**src/rtl/sample_streamer_pkg.sv**
```systemverilog
// Shared types and constants for the sample streamer: state encoding, datapath widths
// and the burst-length legality check.
package sample_streamer_pkg;

    localparam int unsigned DATA_W          = 16;
    localparam int unsigned ADDR_W          = 12;
    localparam int unsigned MEM_DEPTH       = 4096;
    localparam int unsigned LEN_W           = 13;
    localparam int unsigned DEFAULT_TIMEOUT = 1024;

    typedef enum logic [2:0] {
        StIdle,
        StPrefetch,
        StSend,
        StWaitRsp,
        StDone
    } state_e;

    function automatic logic len_legal(input logic [LEN_W-1:0] len);
        return (len != '0) && (len <= LEN_W'(MEM_DEPTH));
    endfunction

endpackage

```
**src/rtl/sample_rsp_monitor.sv**
```systemverilog
// Response capture for the sample streamer: beat counter, running sum, and the idle
// counter that aborts a run when the core never answers.
module sample_rsp_monitor
    import sample_streamer_pkg::*;
#(
    parameter int unsigned TIMEOUT = DEFAULT_TIMEOUT
) (
    input  logic              clk,
    input  logic              rst_n,
    input  logic              clear,
    input  logic              capture_en,
    input  logic              wait_en,
    input  logic              rsp_valid,
    input  logic [DATA_W-1:0] rsp_data,
    output logic [LEN_W-1:0]  rsp_count,
    output logic [DATA_W-1:0] rsp_sum,
    output logic              timeout,
    output logic              rsp_end,
    output logic              timeout_hit
);

    localparam int unsigned IdleW = $clog2(TIMEOUT + 1);

    logic [LEN_W-1:0]  count_q, count_d;
    logic [DATA_W-1:0] sum_q, sum_d;
    logic [IdleW-1:0]  idle_q, idle_d;
    logic              timeout_q, timeout_d;
    logic              beat;

    assign beat        = capture_en && rsp_valid;
    assign rsp_end     = wait_en && !rsp_valid && (count_q != '0);
    assign timeout_hit = wait_en && !rsp_valid && (count_q == '0) &&
                         (idle_q == IdleW'(TIMEOUT - 1));

    always_comb begin
        count_d   = count_q;
        sum_d     = sum_q;
        timeout_d = timeout_q;
        if (clear) begin
            count_d   = '0;
            sum_d     = '0;
            timeout_d = 1'b0;
        end else begin
            if (beat) begin
                sum_d = sum_q + rsp_data;
                if (count_q != LEN_W'(MEM_DEPTH)) begin
                    count_d = count_q + LEN_W'(1);
                end
            end
            if (timeout_hit) begin
                timeout_d = 1'b1;
            end
        end
    end

    // Counts silent cycles only while waiting; the FSM leaves WAIT_RSP on a hit, so it
    // never runs past TIMEOUT-1.
    always_comb begin
        idle_d = '0;
        if (wait_en && !rsp_valid) begin
            idle_d = idle_q + IdleW'(1);
        end
    end

    always_ff @(posedge clk or negedge rst_n) begin
        if (!rst_n) begin
            count_q   <= '0;
            sum_q     <= '0;
            idle_q    <= '0;
            timeout_q <= 1'b0;
        end else begin
            count_q   <= count_d;
            sum_q     <= sum_d;
            idle_q    <= idle_d;
            timeout_q <= timeout_d;
        end
    end

    assign rsp_count = count_q;
    assign rsp_sum   = sum_q;
    assign timeout   = timeout_q;

endmodule

```
**src/rtl/sample_streamer.sv**
```systemverilog
// Streams a burst of words from a registered-read sample SRAM to a core as one gap-free
// valid run, then collects the core's response beats.
module sample_streamer
    import sample_streamer_pkg::*;
#(
    parameter int unsigned TIMEOUT = DEFAULT_TIMEOUT
) (
    input  logic              clk,
    input  logic              rst_n,
    input  logic              start,
    input  logic [LEN_W-1:0]  length,
    output logic [ADDR_W-1:0] mem_addr,
    output logic              mem_re,
    input  logic [DATA_W-1:0] mem_rdata,
    output logic              out_valid,
    output logic [DATA_W-1:0] out_data,
    input  logic              rsp_valid,
    input  logic [DATA_W-1:0] rsp_data,
    output logic              busy,
    output logic              done,
    output logic              timeout,
    output logic [LEN_W-1:0]  rsp_count,
    output logic [DATA_W-1:0] rsp_sum
);

    state_e            state_q, state_d;
    logic [LEN_W-1:0]  len_q, len_d;
    logic [ADDR_W-1:0] mem_addr_q, mem_addr_d;
    logic              mem_re_q, mem_re_d;
    logic              rd_valid_q;
    logic              out_valid_q;
    logic [DATA_W-1:0] out_data_q, out_data_d;
    logic              accept;
    logic              last_addr;
    logic              rsp_end;
    logic              timeout_hit;

    assign last_addr = (mem_addr_q == ADDR_W'(len_q - LEN_W'(1)));

    always_comb begin
        state_d = state_q;
        accept  = 1'b0;
        unique case (state_q)
            StIdle: begin
                if (start && len_legal(length)) begin
                    accept  = 1'b1;
                    state_d = StPrefetch;
                end
            end
            StPrefetch: state_d = StSend;
            // The last beat is on the output when nothing further is in the read pipe.
            StSend: begin
                if (out_valid_q && !rd_valid_q) begin
                    state_d = StWaitRsp;
                end
            end
            StWaitRsp: begin
                if (rsp_end || timeout_hit) begin
                    state_d = StDone;
                end
            end
            StDone:  state_d = StIdle;
            default: state_d = StIdle;
        endcase
    end

    always_comb begin
        len_d      = len_q;
        mem_re_d   = mem_re_q;
        mem_addr_d = mem_addr_q;
        if (accept) begin
            len_d      = length;
            mem_re_d   = 1'b1;
            mem_addr_d = '0;
        end else if (mem_re_q) begin
            if (last_addr) begin
                mem_re_d = 1'b0;
            end else begin
                mem_addr_d = mem_addr_q + ADDR_W'(1);
            end
        end
    end

    assign out_data_d = rd_valid_q ? mem_rdata : '0;

    always_ff @(posedge clk or negedge rst_n) begin
        if (!rst_n) begin
            state_q     <= StIdle;
            len_q       <= '0;
            mem_addr_q  <= '0;
            mem_re_q    <= 1'b0;
            rd_valid_q  <= 1'b0;
            out_valid_q <= 1'b0;
            out_data_q  <= '0;
        end else begin
            state_q     <= state_d;
            len_q       <= len_d;
            mem_addr_q  <= mem_addr_d;
            mem_re_q    <= mem_re_d;
            rd_valid_q  <= mem_re_q;
            out_valid_q <= rd_valid_q;
            out_data_q  <= out_data_d;
        end
    end

    sample_rsp_monitor #(
        .TIMEOUT(TIMEOUT)
    ) u_rsp_monitor (
        .clk        (clk),
        .rst_n      (rst_n),
        .clear      (accept),
        .capture_en ((state_q == StSend) || (state_q == StWaitRsp)),
        .wait_en    (state_q == StWaitRsp),
        .rsp_valid  (rsp_valid),
        .rsp_data   (rsp_data),
        .rsp_count  (rsp_count),
        .rsp_sum    (rsp_sum),
        .timeout    (timeout),
        .rsp_end    (rsp_end),
        .timeout_hit(timeout_hit)
    );

    assign mem_addr  = mem_addr_q;
    assign mem_re    = mem_re_q;
    assign out_valid = out_valid_q;
    assign out_data  = out_data_q;
    assign busy      = (state_q != StIdle);
    assign done      = (state_q == StDone);

endmodule

```
**config.mk**
```make
export PLATFORM = sky130hd
export DESIGN_NAME = sample_streamer
export DESIGN_NICKNAME = d
export VERILOG_FILES = /design/src/rtl/sample_streamer_pkg.sv /design/src/rtl/sample_rsp_monitor.sv /design/src/rtl/sample_streamer.sv
export SDC_FILE = /design/constraint.sdc
export NUM_CORES = 1
export LEC_CHECK = 0
export ABC_AREA = 0
export CORE_UTILIZATION = 54
export CTS_BUF_LIST = sky130_fd_sc_hd__clkbuf_4
export CTS_CLUSTER_SIZE = 20
export DETAILED_ROUTE_END_ITERATION = 8
export HOLD_SLACK_MARGIN = 0.03
export PLACE_DENSITY = 0.93
export SYNTH_ARGS = -nofsm -noshare
export SYNTH_HDL_FRONTEND = slang
export SYNTH_SLANG_ARGS = --single-unit
```
**constraint.sdc**
```tcl
create_clock -name clk -period 8.2 [get_ports clk]
set_clock_uncertainty 0.2 [all_clocks]
set_input_delay 2.05 -clock clk [delete_from_list [all_inputs] [get_ports clk]]
set_output_delay 2.05 -clock clk [all_outputs]
set_load 0.005 [all_outputs]
```
# == Word-level counts from Yosys, hierarchy flattened ==
# Index checks and enable logic that the tools add are counted.
# totals
regBits,87
elab_cells,73
# op_classes
eq_ne,11
n_reduce_logical,24
n_mux,21
n_addsub,5
order_cmp,1
# op_table
operator,n
16-bit two-way mux,3
13-bit two-way mux,3
12-bit two-way mux,3
13-bit nonzero test,2
16-bit adder,1
13-bit by 1-bit adder with 13-bit output (second input constant),1
13-bit <= comparator (second input constant),1
13-bit zero test,1
13-bit != test (second input constant),1
12-bit by 1-bit adder with 12-bit output (second input constant),1
12-bit == test,1
3-bit case mux with 4 select lines,1
12-bit by 1-bit subtractor with 12-bit output (second input constant),1
11-bit by 1-bit adder with 11-bit output (second input constant),1
11-bit by 10-bit == test with 1-bit output (second input constant),1
11-bit two-way mux,1
3-bit two-way mux,3
1-bit logical AND,8
2-bit != test (second input constant),4
2-bit nonzero test,4
1-bit two-way mux,7
3-bit by 2-bit == test with 1-bit output (second input constant),2
2-bit AND reduction,2
3-bit by 1-bit == test with 1-bit output (second input constant),1
other kinds (6),8

# == Longest topological paths before layout ==
# depth
depth_word,7
ltp_mapped,11
ltp_nobuf,10

# == Cells and area by module ==
# A second synthesis with hierarchy kept.
# hier_totals
cells_unflattened,557
hier_area_um2,5011.1
# modules_own_cells
module,seq_area_each_um2,area_each_um2,cells_per_inst,instances
sample_rsp_monitor,1026.0,2636.3,302,1
sample_streamer,1151.1,2374.8,255,1

# == Worst setup path before layout ==
# OpenSTA, ideal clock, no wires.
# synth_timing
path_kind,input -> register
start,in rsp_data[0]
end,reg u_rsp_monitor.sum_q[12] (netlist: u_rsp_monitor.rsp_sum[12])
setup_time_ns,0.133
stages,10
t_arrival_ns,4.235
path_slack_ns,3.631
path_cell_list,ha_1 fa_1 a21o_1 a21oi_1 o21ai_0 o41ai_1 o21ai_0 o22ai_1 xor2_1 o21ai_0
# synth_between
elab_chain_cells,3
# synth_rtl
element,line,text
from (decl),sample_streamer.sv:18,"input logic [DATA_W-1:0] rsp_data,"
16-bit adder,sample_rsp_monitor.sv:45,sum_d = sum_q + rsp_data;
16-bit two-way mux,sample_rsp_monitor.sv:44,if (beat) begin
16-bit two-way mux,sample_rsp_monitor.sv:39,if (clear) begin
to (signal assigned),sample_rsp_monitor.sv:73,sum_q <= sum_d;
to (decl),sample_rsp_monitor.sv:25,"logic [DATA_W-1:0] sum_q, sum_d;"
# No other way between the ends. The select of a mux whose other input is x is not followed.
# A chain may end at the register's enable or synchronous reset.

# == Worst setup path in the final report ==
# layout_timing
start,in rsp_data[0]
end,reg u_rsp_monitor.sum_q[14] (netlist: u_rsp_monitor.rsp_sum[14])
# The elaborated chain is that of the path after synthesis.

==> reports/metrics.yaml <==
max_freq_mhz: 196.6
syn_area_um2: 4800
synth_top_area_share_pct: 45.36
p_int_uw: 1153
htreeDepth: 3
cts_hold_buf: 0
setup_slack_ns: 3.114
hold_path.class: "reg -> reg"
dieHeight_um: 96.28
cts_buffer_depth: 2
drtPass1Iterations: 5
postRouteAntennaNets: 0
p_sw_uw: 777.2
met2_length_um: 5884
syn-mean-instance-area_um2: 9.266
grt_overflow_total: 0
crit_path_end: "u_rsp_monitor.rsp_sum[14]"
wl_um: 11950
async_reset_ff_share_pct: 100.0
rows: 34
synth_edf_count: 0
min_period_over_period_pct: 62.02
startpoint: "rsp_data[0]"
first_global_vias: 4113
grt_max_degree: 88
dieWidth_um: 96.28
cp-start-kind: "input port"
crit_arrival_ns: 5.21
cts_buffers: 9
post_cts_buffers: 0
syn_nets: 588
worst_pin_slew_ns: 1.085
r2r-end: "u_rsp_monitor.rsp_sum[14]"
mostFrequentLayoutCells: "109 x clkdlybuf4s50_1, 87 x dfrtp_1, 71 x nand2_1"
antenna_found_initial: 0
ios: 111
switching_share_pct: 40.27
yosysTopAreaCell: "dfrtp_1"
core-area_um2: 8678
top_layer: "met4"
synthFlopType: "dfrtp_1"
area_delta_synth_final_pct: 28.05
critPathRequiredTime_ns: 8.32
dr_wl_met3_um: 736
critPathMaxFanout: 4
port_buffers: 110
peakVddDrop_mv: 0.1728
crit_path_end_kind: "flip-flop"
relSlewSlack_pct: 27.66
hold_viol: 0
cts_tree: "yes"
p_seq_share_pct: 37.3
r2r_slack_ns: 4.73
hpwl_um: 8646
synthTopCellsByArea: "dfrtp_1 45%, nand2_1 5.6%, ha_1 5.2%"
drtIter0Drc: 210
ys_types: 61
dp_slack_ns: 2.669
worst_path_most_repeated_cell: "o21ai_0"
worstSkewPairLatency_ns: 0.43
slew_violations: 0
dieArea_um2: 9269
clk_pin_slew_ns: 0.15
status: "completed"
final_common_cell: "clkdlybuf4s50_1"
wirelength_met1_um: 5093
grt_pass1_wl_um: 19460
pwr-share-comb_pct: 48.2
diodes: 0
gr-usage-all-layers_pct: 27.67
nNetsFinal: 694
fill_cells: 662
start_util_pct: 55.31
fin_tns_setup_ns: 0
drive_above_1_share_pct: 5.246
p_leak_uw: 0.002657
yosysWarnings: 0
ys_seq_elements: 87
drc_errors: 0
gp_congestion: 0.8672
cts_resized: 0
hold-worst-slack_ns: 0.2743
cp_cell_sequence: "clkdlybuf4s50_1, ha_1, fa_1, a21o_1, a21oi_1, o21ai_0, o41ai_1, o211ai_1, a31oi_1, xor2_1, o21ai_0"
cts_root_buf: "clkbuf_4"
crit_slowest_cell: "o41ai_1"
num_vias: 4281
setup-violations-final: 0
grt_setup_unrepaired: "false"
p_per_area_nw_per_um2: 314.1
cpPeakStageDelay_ns: 0.65
wl_per_cell_um: 16.21
ff2ff_path_depth: 10
ys_seq_area_share_pct: 45.36
cts.sinks: 87
crit-reg2reg-launch: "u_rsp_monitor.rsp_sum[0]"
viasPerCell: 5.809
cap_violations: 0
worstSetupPathType: "in -> reg"
syn_inst: 518
fin_crit_ns: 5.086
clkPwrFrac_pct: 14.5
-- layer usage --
metal  vias to the layer above  GRT usage [%]
li1                       2041              -
met1                      2065          33.98
met2                       149          47.40
met3                        26          6.161
met4                         0          10.45
met5                         -              0
-- kinds of logic after synthesis --
| logic type | share of synthesized area [%] |
|---|---|
| AO/OA/AOI/OAI | 13.71 |
| adder cells (fa/ha/maj) | 5.631 |
| XOR/XNOR | 8.394 |
| buffers and inverters | 2.685 |
| flip-flops | 45.36 |
| AND/OR/NAND/NOR | 23.18 |
| multiplexers | 1.043 |
-- sequential cells by signal (all words and copies together) (netlist names), 3 cells and up --
| register | flops |
|---|---|
| state_q | 3 |
| mem_addr | 12 |
| u_rsp_monitor.rsp_sum | 16 |
| u_rsp_monitor.rsp_count | 13 |
| u_rsp_monitor.idle_q | 11 |
| out_data | 16 |
| len_q | 12 |
-- critical path: cells and delay by family --
kind | cells | cell delay [ns]
buf+inv | 1 | 0.41
xor+xnor | 1 | 0.18
compound gates | 7 | 1.87
fa+ha+maj | 2 | 0.68
-- power by group through the flow --
stage	Combinational, uW	Clock [uW]	Sequential (uW)
finish	930	281	719
detailed placement	921	0	723
CTS	928	285	716
global placement	876	0	716
global route	1040	302	736
floorplan	584	0	679
-- area by class of cell --
type | count | area, um2 | area share (%)
multi-input cells | 397 | 2494 | 40.57
clock buffers | 9 | 67.56 | 1.099
repair buffers | 112 | 1114 | 18.12
well taps | 108 | 135.1 | 2.199
inverters | 17 | 63.81 | 1.038
clock inverters | 7 | 95.09 | 1.547
flip-flops and latches | 87 | 2177 | 35.42
-- cells in the mapped netlist (8+ instances only) --
| master | n |
|---|---|
| nand3_1 | 16 |
| nor3_1 | 11 |
| dfrtp_1 | 87 |
| xnor2_1 | 24 |
| ha_1 | 20 |
| and3_1 | 8 |
| a21oi_1 | 20 |
| nand4_1 | 12 |
| inv_1 | 17 |
| xor2_1 | 22 |
| and2_1 | 18 |
| nor2_1 | 50 |
| nor4_1 | 10 |
| o21ai_0 | 31 |
| clkbuf_1 | 15 |
| nand2_1 | 71 |
-- worst min path at each step --
stage                                       start                       to  slack (ns)  depth (start not counted)
after floorplan           u_rsp_monitor.idle_q[0]  u_rsp_monitor.idle_q[0]        0.23                          1
after global placement    u_rsp_monitor.idle_q[0]  u_rsp_monitor.idle_q[0]        0.25                          1
after detailed placement  u_rsp_monitor.idle_q[0]  u_rsp_monitor.idle_q[0]        0.26                          1
after CTS                 u_rsp_monitor.idle_q[0]  u_rsp_monitor.idle_q[0]        0.28                          1
after global routing      u_rsp_monitor.idle_q[0]  u_rsp_monitor.idle_q[0]        0.31                          1
final                     u_rsp_monitor.idle_q[0]  u_rsp_monitor.idle_q[0]        0.27                          1
-- through the flow --
step / total power [uW] / utilization [%] / instance area (um2) / instances
after global placement: 1592 / 68.94 / 5983 / 721
after global routing: 2076 / 70.82 / 6146 / 737
after floorplan: 1263 / - / 4800 / 518
after CTS: 1929 / 70.82 / 6146 / 737
after detailed placement: 1644 / 68.94 / 5983 / 721
final: 1930 / 70.82 / 6146 / 737
Power figures use the tool's default switching activity.
==> edit, RTL diff (same settings) <==
`sum_q` no longer has a reset.
--- a/src/rtl/sample_rsp_monitor.sv
+++ b/src/rtl/sample_rsp_monitor.sv
@@ -65,15 +65,17 @@
     always_ff @(posedge clk or negedge rst_n) begin
         if (!rst_n) begin
             count_q   <= '0;
-            sum_q     <= '0;
             idle_q    <= '0;
             timeout_q <= 1'b0;
         end else begin
             count_q   <= count_d;
-            sum_q     <= sum_d;
             idle_q    <= idle_d;
             timeout_q <= timeout_d;
         end
+    end
+
+    always_ff @(posedge clk) begin
+        sum_q <= sum_d;
     end
 
     assign rsp_count = count_q;
Check against the original RTL: differs if rst_n is asserted again (counterexample within 4 cycles, from zero or initial values and one cycle with rst_n low); with rst_n held inactive, the same outputs for 10 cycles.
==> edit against the original RTL <==
- setup slack improved by 0.43 ns
- count of clock-buffer cells in the layout unchanged
- sequential power up 6.4%
- combinational power grew 22%
- power is 14% higher
- global-route usage fell by 0.96 points
- cell area rose by 0.55%
- wire length rose by 0.94%
- synthesized area up 0.21%
- utilization grew 0.39 points
- critical path depth stayed put
- sequential cell count unchanged
- critical path type unchanged
- critical endpoint is now u_rsp_monitor.rsp_sum[12]
- largest cell class unchanged
==> edit: results (changes against the original RTL) <==
stage,metric,value,unit,change
status,status,finished clean,,unchanged
global_routing,largest net degree at the start of global routing,72,,was 88
global_routing,Total GRT Usage,0.267,,was 0.277
critical_path,slowest CP cell,clkdlybuf4s50_1,,was o41ai_1
critical_path,Reg2Reg Launch Point,state_q[1],,was u_rsp_monitor.rsp_sum[0]
drt,Pre-Repair DR Iteration Count,5,,unchanged
clock_tree,post_cts resized,0,,unchanged
hold_path,HP Class,register to register,,unchanged
critical_path,Top delay family on crit path,compound AO/OA/AOI/OAI gates,,unchanged
synthesis,register area share after synthesis,0.436,,was 0.454
synthesis,Mapped Cells,532,,was 518
layout,Nets,711,,was 694
pwr,Pwr Density,355,mW/mm²,was 314 mW/mm²
global_routing,first-pass GRT wire length,19300,µm,"was 19,500 µm"
critical_path,critical path data arrival time,4.78,ns,was 5.21 ns
layout,post-route insts no fill,754,,was 737
critical_path,Crit path largest cell delay,0.48,ns,was 0.65 ns
pwr,Static Leak,2.68,nW,was 2.66 nW
global_routing,vias in the first global route,4339,,"was 4,113"
clock_tree,H-tree depth,3,,unchanged
drt,1st-iter DRT viols,274,,was 210
place,port bufs,110,,unchanged
drt,final wirelength,12100,µm,"was 11,900 µm"
synthesis,Area contributors post-synth,"dfrtp_1 37%, dfxtp_1 6.7%, nand2_1 5.3%",,"was dfrtp_1 45%, nand2_1 5.6%, ha_1 5.2%"
critical_path,crit path from,rsp_data[0],,unchanged
clock_tree,setup bufs post-CTS,0,,unchanged
synthesis,prevailing post-synth register cell,dfrtp_1,,unchanged
synthesis,count of cell types in the netlist,58,,was 61
synthesis,Commonest cells post-synth,"71 x dfrtp_1, 68 x nand2_1, 55 x nor2_1, 29 x xnor2_1, 27 x a21oi_1",,"was 87 x dfrtp_1, 71 x nand2_1, 50 x nor2_1, 31 x o21ai_0, 24 x xnor2_1"
clock_tree,clk_lat worst skew,0.43,ns,about the same
drt,routed via count,4404,,"was 4,281"
place,gpl congestion,0.871,,was 0.867
global_routing,initial antenna violation count,0,,unchanged
layout,# diodes,0,,unchanged
place,placed insts,738,,was 721
layout,share of post-route cells with drive strength above 1,0.0557,,was 0.0525
place,DP HPWL,8800,µm,was 8650 µm
synthesis,ys async rst share,0.816,,was 1.00
pwr,Worst VDD drop,0.197,mV,was 0.173 mV
synthesis,Synthesis Warnings,0,,unchanged
critical_path,r2r worst-path depth,7,,was 10
critical_path,crit path capture,u_rsp_monitor.rsp_sum[12],,was u_rsp_monitor.rsp_sum[14]
drt,Post-route DRC,0,,unchanged
critical_path,R2R Path End,u_rsp_monitor.rsp_count[9],,was u_rsp_monitor.rsp_sum[14]
clock_tree,Max clock buf depth,2,,unchanged
synthesis,"Net Count, Synth",602,,was 588
hold_path,worst hold path cell count,1,,unchanged
critical_path,R2R Setup Slk,5.08,ns,was 4.73 ns
timing,worst-margin pin slew,0.918,ns,was 1.09 ns
pwr,Cell Int Power,1.28,mW,was 1.15 mW
clock_tree,number of buffers created by CTS,9,,unchanged
die,initial core utilization,0.554,,was 0.553
-- edit: changes by cell type after synthesis, moves of 5 or more --
cell,change
nor2_1,+5
nor2b_1,+6
o21ai_0,-10
xor2_1,-10
a21oi_1,+7
nand3_1,+9
dfrtp_1,-16
nand4_1,-5
dfxtp_1,+16
xnor2_1,+5
-- edit: worst min-delay path by stage --
stage                             startpoint                  endpoint
floorplan            u_rsp_monitor.idle_q[0]   u_rsp_monitor.idle_q[0]
global placement     u_rsp_monitor.idle_q[0]   u_rsp_monitor.idle_q[0]
detailed placement   u_rsp_monitor.idle_q[0]   u_rsp_monitor.idle_q[0]
CTS                  u_rsp_monitor.idle_q[0]   u_rsp_monitor.idle_q[0]
global route        u_rsp_monitor.rsp_sum[7]  u_rsp_monitor.rsp_sum[7]
finish               u_rsp_monitor.idle_q[0]   u_rsp_monitor.idle_q[0]
-- edit: cell families after synthesis --
| kind of cell | synth area share |
|---|---|
| AO/OA/AOI/OAI | 0.127 |
| XOR/XNOR | 0.0747 |
| adder cells (fa/ha/maj) | 0.0562 |
| buffers and inverters | 0.0265 |
| flip-flops | 0.436 |
| multiplexers | 0.0146 |
| AND/OR/NAND/NOR | 0.265 |
-- edit: final cells by class --
type / instances / area, µm²
Multi-Input combinational cell: 413 / 2590
Sequential cell: 87 / 2100
Inverter: 18 / 67.6
Clock inverter: 7 / 115
Fill cell: 671 / 2500
Timing Repair Buffer: 112 / 1110
Tap cell: 108 / 135
Clock buffer: 9 / 67.6
-- edit: power by group through the flow --
| stage | logic [mW] | clock network, mW | registers, mW |
|---|---|---|---|
| floorplan | 0.708 | 0 | 0.732 |
| global placement | 1.05 | 0 | 0.761 |
| detailed placement | 1.11 | 0 | 0.771 |
| CTS | 1.12 | 0.303 | 0.761 |
| global route | 1.25 | 0.321 | 0.788 |
| finish | 1.13 | 0.300 | 0.765 |
-- edit: through the flow --
| step | util | worst slack [ns] | area, µm² | hold WS (ns) |
|---|---|---|---|---|
| after floorplan | - | 4.07 | 4810 | 0.233 |
| final | 0.712 | 3.55 | 6180 | 0.278 |
| after detailed placement | 0.691 | 3.16 | 6000 | 0.268 |
| after CTS | 0.712 | 3.60 | 6180 | 0.287 |
| after global routing | 0.712 | 3.36 | 6180 | 0.312 |
| after global placement | 0.691 | 3.34 | 6000 | 0.244 |
-- edit: routing by layer --
metal  share of wire  up-vias  GRT usage
met5               0        -          0
met4           0.028        0      0.121
met3           0.043       35     0.0344
met2            0.52      160      0.492
met1            0.41     2120      0.308
li1                -     2089          -
